<file path="config.mk">
export PLATFORM = sky130hd
export DESIGN_NAME = waveform_readout_ctrl
export DESIGN_NICKNAME = d
export VERILOG_FILES = /design/src/rtl/waveform_readout_ctrl.sv
export SDC_FILE = /design/constraint.sdc
export NUM_CORES = 1
export LEC_CHECK = 0
export BUFFER_PORTS_ARGS = -buffer_cell sky130_fd_sc_hd__buf_4
export CORE_MARGIN = 2
export CORE_UTILIZATION = 40
export DETAILED_ROUTE_END_ITERATION = 16
export GPL_TIMING_DRIVEN = 0
export PLACE_DENSITY = 0.6
export SLEW_MARGIN = 20
export SYNTH_ARGS = -nofsm -noshare
export SYNTH_HDL_FRONTEND = slang
export SYNTH_SLANG_ARGS = --single-unit
</file>
<file path="constraint.sdc">
create_clock -name clk -period 3.9 [get_ports clk]
set_input_delay 0.78 -clock clk [delete_from_list [all_inputs] [get_ports clk]]
set_output_delay 0.78 -clock clk [all_outputs]
set_load 0.02 [all_outputs]
</file>
<file path="src/rtl/waveform_readout_ctrl.sv">
// Waveform readout controller: arms on a threshold crossing or forced trigger, waits out the
// capture-buffer fill, then streams a header byte and the record (MSB byte first) to the UART.
module waveform_readout_ctrl #(
  parameter int unsigned DEPTH    = 64,
  parameter int unsigned DATA_W   = 14,
  parameter logic [7:0]  HDR_BYTE = 8'hA5,
  parameter int unsigned HOLDOFF  = 1024
) (
  input  logic                     clk,
  input  logic                     reset_n,
  input  logic [DATA_W-1:0]        signal,
  input  logic [DATA_W-1:0]        threshold,
  input  logic                     arm,
  input  logic                     continuous,
  input  logic                     force_trig,
  output logic                     trig_out,
  output logic [$clog2(DEPTH)-1:0] rd_index,
  input  logic [DATA_W-1:0]        rd_sample,
  output logic [7:0]               tx_data,
  output logic                     tx_valid,
  input  logic                     tx_ready,
  output logic                     busy,
  output logic                     frame_done
);

  localparam int unsigned IDX_W   = $clog2(DEPTH);
  localparam int unsigned CNT_MAX = (HOLDOFF > DEPTH) ? HOLDOFF : DEPTH;
  localparam int unsigned CNT_W   = $clog2(CNT_MAX + 1);

  typedef enum logic [2:0] {
    S_IDLE,
    S_ARMED,
    S_CAPTURE,
    S_SEND_HDR,
    S_SEND_HI,
    S_SEND_LO,
    S_HOLDOFF
  } state_t;

  state_t             state, state_nx;
  logic [CNT_W-1:0]   cnt, cnt_nx;
  logic [IDX_W-1:0]   idx_nx;
  logic [DATA_W-1:0]  prev;
  logic               done_nx;
  logic               crossing;

  assign crossing = (prev < threshold) && (signal >= threshold);

  // prev tracks the live sample whenever a trigger may follow, so ARMED always
  // compares against the sample from the cycle before.
  always_ff @(posedge clk or negedge reset_n) begin
    if (!reset_n) begin
      state      <= S_IDLE;
      cnt        <= '0;
      rd_index   <= '0;
      prev       <= '0;
      frame_done <= 1'b0;
    end else begin
      state      <= state_nx;
      cnt        <= cnt_nx;
      rd_index   <= idx_nx;
      frame_done <= done_nx;
      if (state == S_IDLE || state == S_ARMED || state == S_HOLDOFF)
        prev <= signal;
    end
  end

  always_comb begin
    state_nx = state;
    cnt_nx   = cnt;
    idx_nx   = rd_index;
    done_nx  = 1'b0;
    case (state)
      S_IDLE: begin
        cnt_nx = '0;
        if (arm) state_nx = S_ARMED;
      end
      S_ARMED: begin
        if (crossing || force_trig) begin
          state_nx = S_CAPTURE;
          cnt_nx   = '0;
        end
      end
      S_CAPTURE: begin
        if (cnt == CNT_W'(DEPTH)) begin
          state_nx = S_SEND_HDR;
          cnt_nx   = '0;
          idx_nx   = '0;
        end else begin
          cnt_nx = cnt + CNT_W'(1);
        end
      end
      S_SEND_HDR: if (tx_ready) state_nx = S_SEND_HI;
      S_SEND_HI:  if (tx_ready) state_nx = S_SEND_LO;
      S_SEND_LO: begin
        if (tx_ready) begin
          if (rd_index == IDX_W'(DEPTH - 1)) begin
            idx_nx   = '0;
            done_nx  = 1'b1;
            cnt_nx   = '0;
            state_nx = continuous ? S_HOLDOFF : S_IDLE;
          end else begin
            idx_nx   = rd_index + IDX_W'(1);
            state_nx = S_SEND_HI;
          end
        end
      end
      S_HOLDOFF: begin
        if (!continuous) begin
          state_nx = S_IDLE;
          cnt_nx   = '0;
        end else if (cnt == CNT_W'(HOLDOFF - 1)) begin
          state_nx = S_ARMED;
          cnt_nx   = '0;
        end else begin
          cnt_nx = cnt + CNT_W'(1);
        end
      end
      default: state_nx = S_IDLE;
    endcase
  end

  // Outputs decode straight from the state register; tx_data follows the
  // combinational buffer read, so it holds while rd_index holds.
  always_comb begin
    trig_out = (state == S_CAPTURE) && (cnt == '0);
    busy     = (state != S_IDLE);
    tx_valid = (state == S_SEND_HDR) || (state == S_SEND_HI) || (state == S_SEND_LO);
    tx_data  = '0;
    case (state)
      S_SEND_HDR: tx_data = HDR_BYTE;
      S_SEND_HI:  tx_data = 8'(rd_sample >> 8);
      S_SEND_LO:  tx_data = rd_sample[7:0];
      default:    tx_data = '0;
    endcase
  end

endmodule

</file>
# Word-level counts from Yosys, hierarchy flattened
# Index checks and enable logic that the tools add are counted.
# W data, S select, Z words.
# totals
reg_bits	35
latchBits	0
ram_bits	0
mem_bits_ro	0
input_bits	48
out_inout_bits	18
elab_cells	67
mem_count	0
# op_classes
n_addsub	2
n_mul	0
div_mod_pow	0
order_cmp	2
n_eq_ne	17
shifts	0
muxes	26
n_bitwise	0
n_reduce_logical	15
# op_table
cell	count
$mux W11	6
$pmux W11 S5	1
$mux W3	10
$pmux W8 S3	1
$pmux W3 S7	1
$mux W6	3
$ge A14 B14 Y1	1
$lt A14 B14 Y1	1
$ne A2 B2 Y1 const B	6
$pmux W6 S2	1
$add A11 B1 Y11 const B	1
$eq A11 B10 Y1 const B	1
$eq A11 B7 Y1 const B	1
$logic_not A11 Y1	1
$eq A3 B3 Y1 const B	3
$reduce_and A7 Y1	1
$add A6 B1 Y6 const B	1
$eq A3 B2 Y1 const B	2
$eq A6 B6 Y1 const B	1
$logic_or A1 B1 Y1	5
$reduce_bool A5 Y1	1
$reduce_and A4 Y1	1
$eq A3 B1 Y1 const B	1
$logic_not A3 Y1	1
other kinds (7)	10

# Logic depth before layout (Yosys ltp)
# depth
word_depth	5
ltp_mapped	10
depth_no_buf	9

# Worst setup path after synthesis
# OpenSTA, ideal clock, no wires.
# synth_timing
path_kind	input -> register
start	input threshold[3]
end	register state[1]
setup_time_ps	87
t_arrival_ps	2567
setup_slack_ps	1246
path_stages	9
n_path_buf	0
path_cell_list	inv_1 -> ha_1 -> a211o_1 -> a21oi_1 -> o21ai_0 -> a31o_2 -> nand2b_1 -> or4_1 -> o211ai_1
# synth_between
elab_chain_cells	5
# synth_rtl
element	line_no	text
start, declared	12	input logic [DATA_W-1:0] threshold,
$lt A14 B14 Y1 / $ge A14 B14 Y1 (equally long branches)	47	assign crossing = (prev < threshold) && (signal >= threshold);
$logic_and A1 B1 Y1 (*)	47	
$logic_or A1 B1 Y1 (*)	79	if (crossing || force_trig) begin
$ne A2 B1 Y1 (no source line) (*)	n/a	
$reduce_and A7 Y1 (no source line) (*)	n/a	
end signal, assigned	59	state <= state_nx;
end, declared	40	state_t state, state_nx;
# Every way passes the cells marked *; elsewhere a longest branch is shown, timed or not.
# A chain may end at the register's enable or synchronous reset.

# Worst setup path in the final report
# layout_timing
start	register state[0]
end	output tx_data[0]
# layout_between
elab_chain_cells	2
# layout_rtl
element	line_no	text
$eq A3 B3 Y1 / $eq A3 B2 Y1 (equally long branches)	130	case (state)
$pmux W8 S3 (*)	130	
end, declared	19	output logic [7:0] tx_data,
# Marks and branches as above.

==> results.txt <==
IO Port Bufs: 65
CTS tree: built
Largest net degree at the start of global routing: 36
Commonest non-fill, non-tap cells in the layout: buf_4 (65), dfrtp_1 (35), ha_1 (30), o21ai_0 (24), inv_1 (21)
Syn. warnings: 0
Area Growth Syn to Fin: 26.31%
Total gr overflow: 0
Status: complete, no violations
Unique cell type count in the Yosys netlist: 45
Setup violators final: 0
Post-DR vias/cell: 5.354
Vias in the first global route: 2281
Layout Nets: 428
Initial Util: 0.4068
CP Capture Type: output pin
WL/cell: 14.18 um
Synthesized instance count: 278
Final ANT Viol Nets: 0
Main synth FF type: dfrtp_1
Max-cap violations: 0
Final cell count without fillers: 427
Clk Tree Root Cell: clkbuf_8
Die height: 83.90 um
First-pass GRT wire length: 10.51 mm
Clk_skew: 5.588 ps
CTS sink count: 35
GP Congestion: 0.7995
Least-Margin Pin Slew: 635.3 ps
Placed inst area: 3138 um^2
Power Total: 1760 uW
Residual DRC: 0
Core Box Area: 6277 um^2
Clock Pin Slew Worst Setup and Hold Paths: 70 ps
Post-synth ARST share: 1.000
Worst skew pair latency: 280 ps
Setup CP Type: reg -> out
Via count: 2286
Arrival time worst endpoint: 2030 ps
Worst Hold Class: in -> async
Synth area leaders: dfrtp_1 (34%), ha_1 (15%), mux2_2 (6.2%)
Final min period: 2805 ps
CTS Buf Count: 5
Worst slew margin: 0.5765
Yosys top cell by area: dfrtp_1
DIE AREA: 7039 um^2
Inserted Diodes: 0
Post-synthesis register bit count: 35
Setup TNS: 0 ps
H-tree Lvls: 2
Critical Path RT: 3120 ps
Synthesized area: 2554 um^2
Post-Synthesis Net Count: 356
Fin crit share: 0.7193
Fin area: 3226 um^2
RSZ-0062 raised after global routing: false
Most common cell after layout, fill and taps aside: buf_4
Core Rows: 29
Initial antenna violation count: 0
Critical path launch point: state[0]
Setup repair bufs after CTS: 0
Initial DRT Pass Iterations: 4
RR Startpoint: prev[3]
Post-synthesis sequential area ratio: 0.3430
Synth Area per Inst: 9.186 um^2
Pwr Density: 545.6 nW/um^2
Crit path launch type: flip-flop
Share of layout cells above drive strength 1: 0.2686
Drt initial violations: 73
Post_cts resized: 0
Max clock buf depth: 2
Die Width: 83.90 um
Post-DP HPWL: 4.671 mm
GRT Util Overall: 0.1816
Max FO, Critical Path: 10
Maximum vdd drop: 0.2488 mV
Pins over their slew limit: 0
Post-synth EDFFs: 0
F_max: 0.3565 GHz
CTS Hold Bufs: 0
Final Hold Viols: 0
Synth top area share: 0.3430
Placed cell count: 420
Boundary pin count: 66
Post-Route WL: 6.054 mm
Lkg Pwr: 0.001539 uW
-- path summary, 6_finish.rpt --
check	cells after the start	slack (ps)	end
max in group asynchronous	1	3120	cnt[5]
worst max-delay path	5	1090	tx_data[0]
worst min-delay path	1	460	frame_done
worst max register to register	8	1540	state[1]
worst min register to register	1	510	prev[0]
min in group clk	1	510	prev[0]
-- report_power, final --
group / switching, uW / total (uW) / internal (uW)
Combinational: 509 / 943 / 434
Clock: 132 / 271 / 139
Sequential: 79.8 / 546 / 467
-- through the flow --
step	util	worst slack [ps]	hold WS, ps
3_3_place_gp	0.4999	908.1	481.4
6_report	0.5139	1095	455.7
4_1_cts	0.5139	1076	466.9
2_1_floorplan	-	1246	471.6
5_1_grt	0.5139	914.5	489.0
3_5_place_dp	0.4999	938.9	493.7
-- cells by family after synthesis --
kind of cell	share of synthesized area
buf+inv	0.04311
compound gates	0.1734
xor+xnor	0.01029
mux	0.09750
simple gates	0.1857
fa+ha+maj	0.1470
flops	0.3430
-- critical path: stages (launching register included) --
cell,delay (ps)
dfrtp_1,420
clkbuf_1,350
buf_1,480
mux2i_1,230
o21ai_0,90
buf_4,170
-- registers in the layout, indices dropped and copies added, names as in the netlist --
name	cells
cnt	11
frame_done	1
prev	14
rd_index	6
state	3
-- cells in the mapped netlist, types with 2 or more instances --
| cell type | n |
|---|---|
| inv_1 | 21 |
| mux2_2 | 14 |
| nand3_1 | 11 |
| nand2b_1 | 9 |
| and3_1 | 4 |
| o21ai_1 | 3 |
| o211ai_1 | 2 |
| o31ai_1 | 4 |
| a211oi_1 | 2 |
| o21ai_0 | 24 |
| nor2b_1 | 5 |
| ha_1 | 30 |
| nand4_1 | 10 |
| nor4_1 | 3 |
| o21a_1 | 2 |
| o41ai_1 | 4 |
| nor3_1 | 4 |
| nand2_1 | 17 |
| clkbuf_1 | 6 |
| nor2_1 | 19 |
| mux2i_1 | 8 |
| a22o_1 | 2 |
| dfrtp_1 | 35 |
| nand3b_1 | 4 |
| xor2_1 | 2 |
| a21oi_1 | 12 |
| a21boi_0 | 3 |
-- per-layer routing --
layer,part of all wire,GRT usage,vias to the layer above
met2,0.48,0.3047,37
met3,0.034,0.02967,4
met5,0,0,-
met4,0.0076,0.04399,0
li1,-,-,1158
met1,0.48,0.2447,1087
-- final cells by class --
| cell class | count | area [um^2] |
|---|---|---|
| fillers | 617 | 3052 |
| multi-input cells | 214 | 1568 |
| flip-flops and latches | 35 | 875.8 |
| repair buffers | 65 | 488.0 |
| well taps | 77 | 96.34 |
| clock buffers | 6 | 82.58 |
| inverters | 21 | 78.83 |
| plain buffers | 8 | 31.28 |
| clock inverters | 1 | 5.005 |
(Power assumes the default switching activity.)
